`config.mk`:
```
export PLATFORM = sky130hd
export DESIGN_NAME = prga_flat
export DESIGN_NICKNAME = d
export VERILOG_FILES = /design/src/rtl/prga_if.sv /design/src/rtl/prga.sv /design/src/flat_wrapper.sv
export SDC_FILE = /design/constraint.sdc
export NUM_CORES = 1
export LEC_CHECK = 0
export CAP_MARGIN = 0
export CORE_MARGIN = 10
export CORE_UTILIZATION = 31
export DETAILED_ROUTE_END_ITERATION = 8
export DONT_BUFFER_PORTS = 1
export SLEW_MARGIN = 30
export SYNTH_ARGS = -nofsm -noshare
export SYNTH_HDL_FRONTEND = slang
export SYNTH_SLANG_ARGS = --single-unit
```
`constraint.sdc`:
```
create_clock -name clk -period 2.1 [get_ports clk]
set_clock_uncertainty 0.1 [all_clocks]
set_input_delay 0.42 -clock clk [delete_from_list [all_inputs] [get_ports clk]]
set_output_delay 0.42 -clock clk [all_outputs]
set_load 0.02 [all_outputs]
```
`src/rtl/prga_if.sv`:
```
`default_nettype none
// ============================================================================
// Module      : prga_if
// Description : Bundle of the ARC4 PRGA stage's handshake and memory ports.
//               slave  - the prga block: accepts en, drives rdy and all
//                        addresses, write data and write enables.
//               master - the sequencer/memory side: drives en and the two
//                        synchronous read-data buses.
// Signals     : en, rdy                     start handshake
//               s_addr/s_rddata/s_wrdata/s_wren   shared S memory port
//               ct_addr/ct_rddata           ciphertext read port
//               pt_addr/pt_wrdata/pt_wren   plaintext write port
// Revision    : 1.0 - initial release
// ============================================================================
interface prga_if;
  logic       en;
  logic       rdy;
  logic [7:0] s_addr;
  logic [7:0] s_rddata;
  logic [7:0] s_wrdata;
  logic       s_wren;
  logic [7:0] ct_addr;
  logic [7:0] ct_rddata;
  logic [7:0] pt_addr;
  logic [7:0] pt_wrdata;
  logic       pt_wren;

  modport master (
    output en, s_rddata, ct_rddata,
    input  rdy, s_addr, s_wrdata, s_wren, ct_addr, pt_addr, pt_wrdata, pt_wren
  );

  modport slave (
    input  en, s_rddata, ct_rddata,
    output rdy, s_addr, s_wrdata, s_wren, ct_addr, pt_addr, pt_wrdata, pt_wren
  );
endinterface
`default_nettype wire

```
`src/rtl/prga.sv`:
```
`default_nettype none
// ============================================================================
// Module      : prga
// Description : ARC4 pseudo-random generation stage. Walks the permuted S
//               array, swaps S[i]/S[j] per byte and XORs the keystream byte
//               S[S[i]+S[j]] with a length-prefixed ciphertext (ct[0] = L)
//               to produce plaintext pt[1..L].
// Ports       : clk    - clock
//               rst_n  - asynchronous active-low reset
//               bus    - prga_if.slave: en/rdy handshake, S memory port,
//                        ciphertext read port, plaintext write port
// Options     : PRGA_LEN_ECHO_EN - when defined, pt[0] = L is written before
//               the message bytes (adds one cycle of latency).
// Revision    : 1.0 - initial release
// ============================================================================
module prga (
  input  logic    clk,
  input  logic    rst_n,
  prga_if.slave   bus
);

  localparam logic [3:0] c_IDLE    = 4'd0;
  localparam logic [3:0] c_RD_LEN  = 4'd1;
  localparam logic [3:0] c_CAP_LEN = 4'd2;
`ifdef PRGA_LEN_ECHO_EN
  localparam logic [3:0] c_WR_LEN  = 4'd3;
`endif
  localparam logic [3:0] c_RD_SI   = 4'd4;
  localparam logic [3:0] c_CAP_SI  = 4'd5;
  localparam logic [3:0] c_RD_SJ   = 4'd6;
  localparam logic [3:0] c_CAP_SJ  = 4'd7;
  localparam logic [3:0] c_WR_I    = 4'd8;
  localparam logic [3:0] c_WR_J    = 4'd9;
  localparam logic [3:0] c_RD_PAD  = 4'd10;
  localparam logic [3:0] c_CAP_PAD = 4'd11;
  localparam logic [3:0] c_WR_PT   = 4'd12;
  localparam logic [3:0] c_DONE    = 4'd13;

  logic [3:0] r_state;
  logic [7:0] r_i, r_j, r_k, r_len;
  logic [7:0] r_si, r_sj, r_pad, r_ct;

  logic [7:0] w_s_addr, w_s_wrdata, w_ct_addr, w_pt_addr, w_pt_wrdata;
  logic       w_s_wren, w_pt_wren;

  // Sequential control and datapath registers.
  always_ff @(posedge clk or negedge rst_n) begin
    if (!rst_n) begin
      r_state <= c_IDLE;
      r_i     <= 8'd0;
      r_j     <= 8'd0;
      r_k     <= 8'd0;
      r_len   <= 8'd0;
      r_si    <= 8'd0;
      r_sj    <= 8'd0;
      r_pad   <= 8'd0;
      r_ct    <= 8'd0;
    end else begin
      case (r_state)
        c_IDLE: begin
          if (bus.en) begin
            r_i     <= 8'd0;
            r_j     <= 8'd0;
            r_k     <= 8'd0;
            r_state <= c_RD_LEN;
          end
        end
        c_RD_LEN: r_state <= c_CAP_LEN;
        c_CAP_LEN: begin
          r_len <= bus.ct_rddata;
`ifdef PRGA_LEN_ECHO_EN
          r_state <= c_WR_LEN;
`else
          // No echo write: branch straight on the freshly read length.
          if (bus.ct_rddata == 8'd0) begin
            r_state <= c_DONE;
          end else begin
            r_k     <= 8'd1;
            r_state <= c_RD_SI;
          end
`endif
        end
`ifdef PRGA_LEN_ECHO_EN
        c_WR_LEN: begin
          if (r_len == 8'd0) begin
            r_state <= c_DONE;
          end else begin
            r_k     <= 8'd1;
            r_state <= c_RD_SI;
          end
        end
`endif
        c_RD_SI: begin
          r_i     <= r_i + 8'd1;
          r_state <= c_CAP_SI;
        end
        c_CAP_SI: begin
          r_si    <= bus.s_rddata;
          r_j     <= r_j + bus.s_rddata;
          r_state <= c_RD_SJ;
        end
        c_RD_SJ:  r_state <= c_CAP_SJ;
        c_CAP_SJ: begin
          r_sj    <= bus.s_rddata;
          r_state <= c_WR_I;
        end
        c_WR_I:   r_state <= c_WR_J;
        c_WR_J:   r_state <= c_RD_PAD;
        c_RD_PAD: r_state <= c_CAP_PAD;
        c_CAP_PAD: begin
          r_pad   <= bus.s_rddata;
          r_ct    <= bus.ct_rddata;
          r_state <= c_WR_PT;
        end
        c_WR_PT: begin
          if (r_k == r_len) begin
            r_state <= c_DONE;
          end else begin
            r_k     <= r_k + 8'd1;
            r_state <= c_RD_SI;
          end
        end
        c_DONE:   r_state <= c_IDLE;
        default:  r_state <= c_IDLE;
      endcase
    end
  end

  // Memory-port outputs decode from the current state; every output is zero
  // outside the state that uses it, which also yields the reset values.
  always_comb begin
    w_s_addr    = 8'd0;
    w_s_wrdata  = 8'd0;
    w_s_wren    = 1'b0;
    w_ct_addr   = 8'd0;
    w_pt_addr   = 8'd0;
    w_pt_wrdata = 8'd0;
    w_pt_wren   = 1'b0;
    case (r_state)
`ifdef PRGA_LEN_ECHO_EN
      c_WR_LEN: begin
        w_pt_addr   = 8'd0;
        w_pt_wrdata = r_len;
        w_pt_wren   = 1'b1;
      end
`endif
      // r_i is incremented on this same edge, so present the next value now.
      c_RD_SI: w_s_addr = r_i + 8'd1;
      c_RD_SJ: w_s_addr = r_j;
      c_WR_I: begin
        w_s_addr   = r_i;
        w_s_wrdata = r_sj;
        w_s_wren   = 1'b1;
      end
      // When i == j this overwrites the WR_I value at the same address.
      c_WR_J: begin
        w_s_addr   = r_j;
        w_s_wrdata = r_si;
        w_s_wren   = 1'b1;
      end
      c_RD_PAD: begin
        w_s_addr  = r_si + r_sj;
        w_ct_addr = r_k;
      end
      c_WR_PT: begin
        w_pt_addr   = r_k;
        w_pt_wrdata = r_pad ^ r_ct;
        w_pt_wren   = 1'b1;
      end
      default: ;
    endcase
  end

  assign bus.rdy       = (r_state == c_IDLE);
  assign bus.s_addr    = w_s_addr;
  assign bus.s_wrdata  = w_s_wrdata;
  assign bus.s_wren    = w_s_wren;
  assign bus.ct_addr   = w_ct_addr;
  assign bus.pt_addr   = w_pt_addr;
  assign bus.pt_wrdata = w_pt_wrdata;
  assign bus.pt_wren   = w_pt_wren;

endmodule
`default_nettype wire
```
`src/flat_wrapper.sv`:
```
// flat-port wrapper written by rule: the top's interface ports become plain ports
module prga_flat 
  (clk, rst_n, bus_en, bus_s_rddata, bus_ct_rddata, bus_rdy, bus_s_addr, bus_s_wrdata, bus_s_wren, bus_ct_addr, bus_pt_addr, bus_pt_wrdata, bus_pt_wren);
  prga_if bus_i ();
  input  logic clk;
  input  logic rst_n;
  input wire logic [$bits(bus_i.en)-1:0] bus_en;
  input wire logic [$bits(bus_i.s_rddata)-1:0] bus_s_rddata;
  input wire logic [$bits(bus_i.ct_rddata)-1:0] bus_ct_rddata;
  output wire logic [$bits(bus_i.rdy)-1:0] bus_rdy;
  output wire logic [$bits(bus_i.s_addr)-1:0] bus_s_addr;
  output wire logic [$bits(bus_i.s_wrdata)-1:0] bus_s_wrdata;
  output wire logic [$bits(bus_i.s_wren)-1:0] bus_s_wren;
  output wire logic [$bits(bus_i.ct_addr)-1:0] bus_ct_addr;
  output wire logic [$bits(bus_i.pt_addr)-1:0] bus_pt_addr;
  output wire logic [$bits(bus_i.pt_wrdata)-1:0] bus_pt_wrdata;
  output wire logic [$bits(bus_i.pt_wren)-1:0] bus_pt_wren;
  assign bus_i.en = bus_en;
  assign bus_i.s_rddata = bus_s_rddata;
  assign bus_i.ct_rddata = bus_ct_rddata;
  assign bus_rdy = bus_i.rdy;
  assign bus_s_addr = bus_i.s_addr;
  assign bus_s_wrdata = bus_i.s_wrdata;
  assign bus_s_wren = bus_i.s_wren;
  assign bus_ct_addr = bus_i.ct_addr;
  assign bus_pt_addr = bus_i.pt_addr;
  assign bus_pt_wrdata = bus_i.pt_wrdata;
  assign bus_pt_wren = bus_i.pt_wren;
  prga u_core (.clk(clk), .rst_n(rst_n), .bus(bus_i));
endmodule
```
==> run_results.csv <==
group,metric,value,unit
floorplanning,pin_count,62,
cells_and_area,drive_gt1_share,48.97,%
sta,maxSlewViolCount,0,
clock_tree,cts_tree,"yes",
cells_and_area,finalNetCount,568,
detailed_routing,wire_per_inst,18.04,um
flow_run,drv_cap,0,
clock_tree,clock_sinks,68,
synthesis,seq_area_frac_synth,40.61,%
sta,fmax,0.3751,GHz
outcome,violations,"hold timing, setup timing",
synthesis,yosys.cell_types.count,64,
cells_and_area,syn_to_final_growth,49.09,%
grt,grt_start_max_net_pins,69,
sta,slew_headroom,56.34,%
placed_design,port_buffers,0,
setup_path,cp.required,1.58,ns
cells_and_area,fill_cells,1169,
power_and_ir_drop,vdd_ir_drop_max,0.4475,mV
detailed_routing,antenna_left,0,
synthesis,ys_warn_count,0,
floorplanning,fp.dieH,136.3,um
grt,overflow,0,
setup_path,path_max_fanout,3,
synthesis,syn_area_per_cell,10.10,sq um
floorplanning,start_util,31.64,%
clock_tree,cts_inserted_buffers,9,
detailed_routing,vias,3641,
synthesis,synthTopCellsByArea,"dfrtp_1, mux2_2, ha_1",
sta,finalCriticalPeriod,2.666,ns
setup_path,path_class,"reg2out",
synthesis,async_flop_share,100.0,%
synthesis,synth_nets,452,
synthesis,synth_area_leader_cell,"dfrtp_1",
setup_path,crit_path_end_kind,"output port",
setup_path,r2r_slack,0.01,ns
cells_and_area,final_cell_area,6247,sq um
sta,holdWs,-0.3251,ns
placed_design,dp_hpwl,9039,um
clock_tree,cts_root_buf,"clkbuf_16",
floorplanning,row_count,42,
sta,grt_setup_unrepaired,"true",
setup_path,r2r_start,"u_core.r_state[0]",
setup_path,arrival,2.15,ns
floorplanning,die_area,18570,sq um
sta,setup_viol,37,
setup_path,start_kind,"register",
worst_hold_path,hold_class,"in2async",
placed_design,placed_area,5067,sq um
sta,fin_crit_sh,127.0,%
detailed_routing,drc,0,
clock_tree,worstSkewPairLatency,0.33,ns
placed_design,place.gp.congestion,0.8296,
detailed_routing,wl,12830,um
grt,grt_usage,13.08,%
power_and_ir_drop,leakage,2.880,nW
grt,grt_pass1_wl,19180,um
power_and_ir_drop,powerDensity,676.2,nW/um^2
synthesis,synthCells,415,
clock_tree,clock_path_buffers,2,
detailed_routing,viasPerCell,5.121,
cells_and_area,final_util,47.18,%
grt,grt_pass1_vias,3595,
sta,hold_violations,68,
clock_tree,htreeDepth,3,
synthesis,synth_ff_type,"dfrtp_1",
synthesis,synth-edff-count,0,
floorplanning,die_x,136.3,um
cells_and_area,antenna_cells,0,
sta,setup_ws,-0.5663,ns
grt,antenna_found_initial,0,
synthesis,synth_area,4190,sq um
sta,worst_pin_slew,0.6549,ns
detailed_routing,dr.pass1.iters,4,
outcome,status,"finished, violations left",
setup_path,r2r_cells,10,
synthesis,synth-seq-cells,68,
setup_path,timing.rr.end,"u_core.r_k[2]",
synthesis,yosysTopAreaCellShare,40.61,%
detailed_routing,drt_iter0_markers,297,
floorplanning,core,13240,sq um
clock_tree,clkTransAtPathRegs,0.06,ns
[cell type report]
cell class / instances / area [sq um] / area share, %
Multi-Input combinational cell: 319 / 2795 / 44.74
Sequential cell: 68 / 1707 / 27.32
Timing Repair Buffer: 123 / 1120 / 17.93
Clock buffer: 9 / 225.2 / 3.605
Tap cell: 176 / 220.2 / 3.525
Inverter: 10 / 42.54 / 0.6810
Clock inverter: 6 / 137.6 / 2.203
[metrics by stage]
step | power [mW] | cells | hold slack (ns) | setup WS, ns | setup TNS, ns
finish | 4.224 | 711 | -0.3251 | -0.5663 | -6.387
global route | 4.427 | 711 | -0.3357 | -0.6342 | -8.798
CTS | 4.166 | 696 | -0.3322 | -0.5443 | -4.373
detailed placement | 2.291 | 668 | 0.02701 | -0.2251 | -1.085
global placement | 2.263 | 668 | 0.02724 | -0.2080 | -0.9473
floorplan | 2.062 | 415 | 0.02441 | -0.1234 | -0.2792
[report_power, final]
group | switching, mW | internal [mW]
combinational | 0.379 | 0.440
clock | 0.583 | 1.28
sequential | 0.129 | 1.42
total | 1.09 | 3.13
[worst max-delay path by stage]
stage | from | end | slack (ns) | depth (start not counted)
finish | u_core.r_si[1] | bus_s_addr[6] | -0.57 | 6
detailed placement | u_core.r_sj[0] | bus_s_addr[6] | -0.23 | 7
global route | u_core.r_sj[0] | bus_s_addr[6] | -0.63 | 6
floorplan | u_core.r_sj[0] | bus_s_addr[4] | -0.12 | 6
CTS | u_core.r_sj[0] | bus_s_addr[4] | -0.54 | 7
global placement | u_core.r_sj[0] | bus_s_addr[6] | -0.21 | 7
[worst max-delay path: stages (launching register included)]
cell and delay [ns]:
dfrtp_1 0.42, buf_4 0.16, fa_2 0.36, a21o_1 0.19, a21oi_4 0.17, o41ai_2 0.08, a211o_2 0.42
[cell families (layout without fill, tap and decap cells)]
kind of cell             count (synthesis)  in the layout  synth area share [%]
AO/OA/AOI/OAI                          100            100                 16.66
XOR/XNOR                                24             24                 5.016
adder cells (fa/ha/maj)                 18             18                 5.733
buffers and inverters                   28            148                 3.135
flip-flops                              68             68                 40.61
multiplexers                            43             43                 11.47
AND/OR/NAND/NOR                        134            134                 17.38
[cell usage after synthesis (all sizes together) (9+ instances only)]
master,instances
xnor2,13
a21oi,20
nand2,35
xor2,11
nand3,10
and3,12
nor2,32
o21ai,21
dfrtp,68
buf,10
a21o,9
mux2,40
a22o,17
inv,10
ha,16
[metal layers]
layer  track usage [%]  wire length [um]
met5                 0                 0
met4             4.320               215
met3             3.838               626
met2             22.03              6522
met1             15.60              5461
[registers in the layout, summed over array words and instances, names as in the netlist]
register and cells:
u_core.r_i 8, u_core.r_si 8, u_core.r_k 8, u_core.r_sj 8
u_core.r_len 8, u_core.r_j 8, u_core.r_pad 8, u_core.r_state 4
u_core.r_ct 8
[timing repair]
item | CTS | global route
gates resized for setup | 60 | 101
setup endpoints to repair | 43 | 44
gates cloned | 1 | 0
endpoints found under the hold margin | 68 | 68
setup buffers | 13 | 16
pin swaps | 15 | 32
[layout by cell type, fill, tap and decap left out, types with 9 or more instances in the layout]
master / netlist / final
a21oi_1: 20 / 14
buf_4: 1 / 80
buf_6: 2 / 39
clkbuf_16: 0 / 9
dfrtp_1: 68 / 64
ha_1: 16 / 9
mux2_2: 40 / 40
nand2_1: 34 / 33
nor2_1: 32 / 13
nor2_4: 0 / 16
o21ai_0: 21 / 18
xnor2_1: 13 / 12
xor2_1: 11 / 11
(Power assumes the default switching activity.)
